**src/rtl/rc4_decrypt_fsm.sv**
```systemverilog
// rc4_decrypt_fsm: RC4 keystream generator (PRGA) and message decryptor.
// Reads S-RAM and the encrypted ROM, swaps S entries, XORs keystream into the decrypted RAM.
// Ports: clk, reset (async, active-low), start/fin handshake,
//        s_addr/s_wdata/s_wren/s_rdata (S-RAM), enc_addr/enc_rdata (ROM),
//        dec_addr/dec_wdata/dec_wren (decrypted RAM).
module rc4_decrypt_fsm #(
  parameter int MSG_LEN = 32,
  parameter int MSG_AW  = 5
) (
  input  logic              clk,
  input  logic              reset,
  input  logic              start,
  output logic              fin,
  output logic [7:0]        s_addr,
  output logic [7:0]        s_wdata,
  output logic              s_wren,
  input  logic [7:0]        s_rdata,
  output logic [MSG_AW-1:0] enc_addr,
  input  logic [7:0]        enc_rdata,
  output logic [MSG_AW-1:0] dec_addr,
  output logic [7:0]        dec_wdata,
  output logic              dec_wren
);

  typedef enum logic [3:0] {
    IDLE,
    RD_SI,
    CAP_SI,
    RD_SJ,
    CAP_SJ,
    WR_I,
    WR_J,
    RD_F,
    CAP_F,
    WR_D,
    DONE
  } state_t;

  localparam logic [MSG_AW-1:0] K_LAST = MSG_AW'(MSG_LEN - 1);

  state_t state, state_nx;

  logic [7:0] i, i_nx;
  logic [7:0] j, j_nx;
  logic [7:0] si, si_nx;
  logic [7:0] sj, sj_nx;
  logic [7:0] f, f_nx;
  logic [7:0] e, e_nx;
  logic [MSG_AW-1:0] k, k_nx;

  always_ff @(posedge clk or negedge reset) begin
    if (!reset) begin
      state <= IDLE;
      i     <= '0;
      j     <= '0;
      k     <= '0;
      si    <= '0;
      sj    <= '0;
      f     <= '0;
      e     <= '0;
    end else begin
      state <= state_nx;
      i     <= i_nx;
      j     <= j_nx;
      k     <= k_nx;
      si    <= si_nx;
      sj    <= sj_nx;
      f     <= f_nx;
      e     <= e_nx;
    end
  end

  always_comb begin
    state_nx  = state;
    i_nx      = i;
    j_nx      = j;
    k_nx      = k;
    si_nx     = si;
    sj_nx     = sj;
    f_nx      = f;
    e_nx      = e;
    fin       = 1'b0;
    s_addr    = '0;
    s_wdata   = '0;
    s_wren    = 1'b0;
    enc_addr  = '0;
    dec_addr  = '0;
    dec_wdata = '0;
    dec_wren  = 1'b0;

    unique case (state)
      IDLE: begin
        if (start) begin
          i_nx     = i + 8'd1;
          state_nx = RD_SI;
        end
      end
      RD_SI: begin
        s_addr   = i;
        state_nx = CAP_SI;
      end
      CAP_SI: begin
        si_nx    = s_rdata;
        j_nx     = j + s_rdata;
        state_nx = RD_SJ;
      end
      RD_SJ: begin
        s_addr   = j;
        state_nx = CAP_SJ;
      end
      CAP_SJ: begin
        sj_nx    = s_rdata;
        state_nx = WR_I;
      end
      WR_I: begin
        s_addr   = i;
        s_wdata  = sj;
        s_wren   = 1'b1;
        state_nx = WR_J;
      end
      // Swap completes here, so the RD_F read sees the new contents.
      WR_J: begin
        s_addr   = j;
        s_wdata  = si;
        s_wren   = 1'b1;
        state_nx = RD_F;
      end
      RD_F: begin
        s_addr   = si + sj;
        enc_addr = k;
        state_nx = CAP_F;
      end
      CAP_F: begin
        f_nx     = s_rdata;
        e_nx     = enc_rdata;
        state_nx = WR_D;
      end
      WR_D: begin
        dec_addr  = k;
        dec_wdata = f ^ e;
        dec_wren  = 1'b1;
        if (k == K_LAST) begin
          state_nx = DONE;
        end else begin
          k_nx     = k + 1'b1;
          i_nx     = i + 8'd1;
          state_nx = RD_SI;
        end
      end
      DONE: begin
        fin = 1'b1;
        if (!start) begin
          i_nx     = '0;
          j_nx     = '0;
          k_nx     = '0;
          state_nx = IDLE;
        end
      end
      default: state_nx = IDLE;
    endcase
  end

endmodule
```
**config.mk**
```make
export PLATFORM = sky130hd
export DESIGN_NAME = rc4_decrypt_fsm
export DESIGN_NICKNAME = d
export VERILOG_FILES = /design/src/rtl/rc4_decrypt_fsm.sv
export SDC_FILE = /design/constraint.sdc
export NUM_CORES = 1
export LEC_CHECK = 0
export BUFFER_PORTS_ARGS = -buffer_cell sky130_fd_sc_hd__buf_4
export CORE_ASPECT_RATIO = 0.9
export CORE_UTILIZATION = 60
export CTS_CLUSTER_DIAMETER = 60
export CTS_CLUSTER_SIZE = 14
export DETAILED_ROUTE_END_ITERATION = 6
export GPL_ROUTABILITY_DRIVEN = 0
export GPL_TIMING_DRIVEN = 0
export PLACE_DENSITY_LB_ADDON = 0.12
export SETUP_SLACK_MARGIN = 0.1
export SYNTH_ARGS = -nofsm -noshare
export SYNTH_HDL_FRONTEND = slang
export SYNTH_SLANG_ARGS = --single-unit
```
**constraint.sdc**
```tcl
create_clock -name clk -period 5.8 [get_ports clk]
set_input_delay 1.16 -clock clk [delete_from_list [all_inputs] [get_ports clk]]
set_output_delay 1.16 -clock clk [all_outputs]
set_load 0.005 [all_outputs]
```
==> results.toml <==
[finish]
num-nets-final = 453
drive_gt1_share_pct = 27.7
antenna_cells = 0
fin_util_pct = 76.6
area_growth_pct = 19.4

[setup_path]
ff2ff_path_depth = 5
crit-reg2reg-launch = "state[3]"
end_kind = "primary output"
path_max_fanout = 3
worstSetupStartpoint = "si[0]"
crit_arrival_ns = 2.66
r2r_slack_ns = 3.59
cp-start-kind = "flop"
crit_type = "flop to primary output"
crit_required_ns = 4.64

[route]
vias = 2909
routedWlPerCell_um = 17.4
drc = 0
routed_via_density = 5.99
ant_nets = 0
drt_pass1_iterations = 5
drt_iter0_drc = 269
drt_wl_total_mm = 8.45

[global_route]
grt_max_degree = 58
grt-ovfl-total = 0
grt_pass1_wl_mm = 13.5
grt_pass1_vias = 2725
gr-usage-all-layers_pct = 30.4
antenna_found_initial = 0

[cts]
cts-buffers-inserted = 9
root_buffer = "clkbuf_8"
hold_buffers = 0
tritoncts = "yes"
clk-insertion-delay-late_ns = 0.34
postCtsSetupBuffers = 0
clk_pin_slew_ns = 0.06
htree_levels = 3
cts_sinks = 57
clk_path_buf_depth = 2
cts_resized = 0

[synth]
async_flop_share_pct = 100
yosysMostFrequentCell = "dfrtp_1"
synth_largest_area_cell = "dfrtp_1"
synth-main-ff-cell = "dfrtp_1"
synthDistinctLibCells = 52
synthTopCellsByCount = "dfrtp_1, nand2_1, nor2_1"
netlist.area_leader.share_pct = 41.1
synth_enable_flop_cells = 0
yosysWarnings = 0
synth_area_leaders = "dfrtp_1, mux2_2, ha_1"
yosys_register_bits = 57
synth_nets = 387
synthCells = 349
postSynthAreaPerCell_sq_um = 9.96
yosysSeqAreaShare_pct = 41.1
synth_area_sq_um = 3470

[sta]
final-hold-violation-count = 0
setup-tns-final_ns = 0
rsz0062_at_grt = "false"
tightest_slew_ns = 0.832
fin_crit_sh_pct = 65.8
slew_headroom_pct = 44.2
finClkSkew_ns = 0.00820
fmax_ghz = 0.262
period_minus_slack_ns = 3.82
finalSetupViolations = 0
final_max_slew_viol_count = 0

[pwr]
vdd_ir_drop_max_mv = 0.266
power_leakage_nw = 1.99
p_per_area_nw_per_um2 = 274

[placed_design]
hpwl_mm = 6.03
io_buffer_count = 55

[min_path]
hp-class = "flop to flop"
min_path_cells = 1
hp-start = "j[7]"

[floorplanning]
die_w_um = 82.2
core_area_sq_um = 5410
fp-row-count = 25
dieArea_sq_um = 6100
chipHeight_um = 74.2
initial_core_util_pct = 64.2
ios = 56

[status]
status = "finished clean"

[run]
cap_violations = 0
==> final timing paths <==
kind / end
min in group asynchronous: state[0]
setup / recovery: s_addr[6]
setup reg to reg: k[0]
hold / removal: j[7]
hold reg to reg: j[7]
max in group asynchronous: i[3]
==> cell families (layout without fill, tap and decap cells) <==
family / Yosys count / in the layout / synth area share (%)
compound gates: 72 / 72 / 14.2
flops: 57 / 57 / 41.1
xor+xnor: 25 / 25 / 6.30
buf+inv: 27 / 97 / 4.46
simple gates: 120 / 120 / 17.4
mux: 29 / 29 / 9.25
fa+ha+maj: 19 / 19 / 7.27
==> metal layers <==
metal	track usage (%)	share of wire (%)	wire length [um]	vias up
met5	0	0	0	-
li1	-	-	-	1359
met2	47.8	47	4000	110
met1	42.1	45	3820	1418
met3	5.64	5.9	499	22
met4	11.3	1.7	140	0
==> stage by stage <==
| step | std cells | setup WS (ns) | area [sq um] | hold slack [ns] | power (mW) |
|---|---|---|---|---|---|
| 6_report | 486 | 1.98 | 4150 | 0.492 | 1.14 |
| 5_1_grt | 486 | 1.92 | 4150 | 0.496 | 1.19 |
| 4_1_cts | 486 | 2.04 | 4150 | 0.488 | 1.14 |
| 3_3_place_gp | 471 | 2.44 | 3970 | 0.456 | 0.774 |
| 3_5_place_dp | 471 | 2.42 | 3970 | 0.482 | 0.785 |
| 2_1_floorplan | 349 | 2.74 | 3470 | 0.440 | 0.673 |
==> registers in the layout, indices dropped and copies added (netlist names) <==
| signal | cells |
|---|---|
| si | 8 |
| i | 8 |
| sj | 8 |
| f | 8 |
| j | 8 |
| e | 8 |
| k | 5 |
| state | 4 |
==> power breakdown <==
group	leakage (nW)	internal (mW)	switching (mW)	total [mW]
clock network	0.0929	0.194	0.152	0.345
logic	1.23	0.155	0.158	0.313
registers	0.672	0.438	0.0386	0.477
total	1.99	0.787	0.348	1.14
==> layout make-up <==
cell class	instances	area (sq um)
fillers	403	1260
plain buffers	12	98.8
multi-input cells	265	1890
repair buffers	55	413
flip-flops and latches	57	1430
well taps	67	83.8
clock buffers	11	131
clock inverters	4	45.0
inverters	15	56.3
==> worst max-delay path, cell delays in order, from the launching register on <==
cell and delay (ns):
dfrtp_1 0.42, ha_1 0.26, fa_1 0.42, a21o_1 0.20, a21oi_1 0.22, o21bai_1 0.11, o311a_1 0.29, o21ai_0 0.24
buf_4 0.16
==> cell usage in the layout, fill, tap and decap left out, types with 10 or more instances in the layout <==
cell type  count
mux2_2        25
a22oi_1       13
nand2_1       38
nor2_1        32
clkbuf_8      13
xor2_1        14
xnor2_1       11
o21ai_0       18
a21oi_1       10
dfrtp_1       57
buf_4         56
inv_1         15
ha_1          17
(Power assumes the default switching activity.)
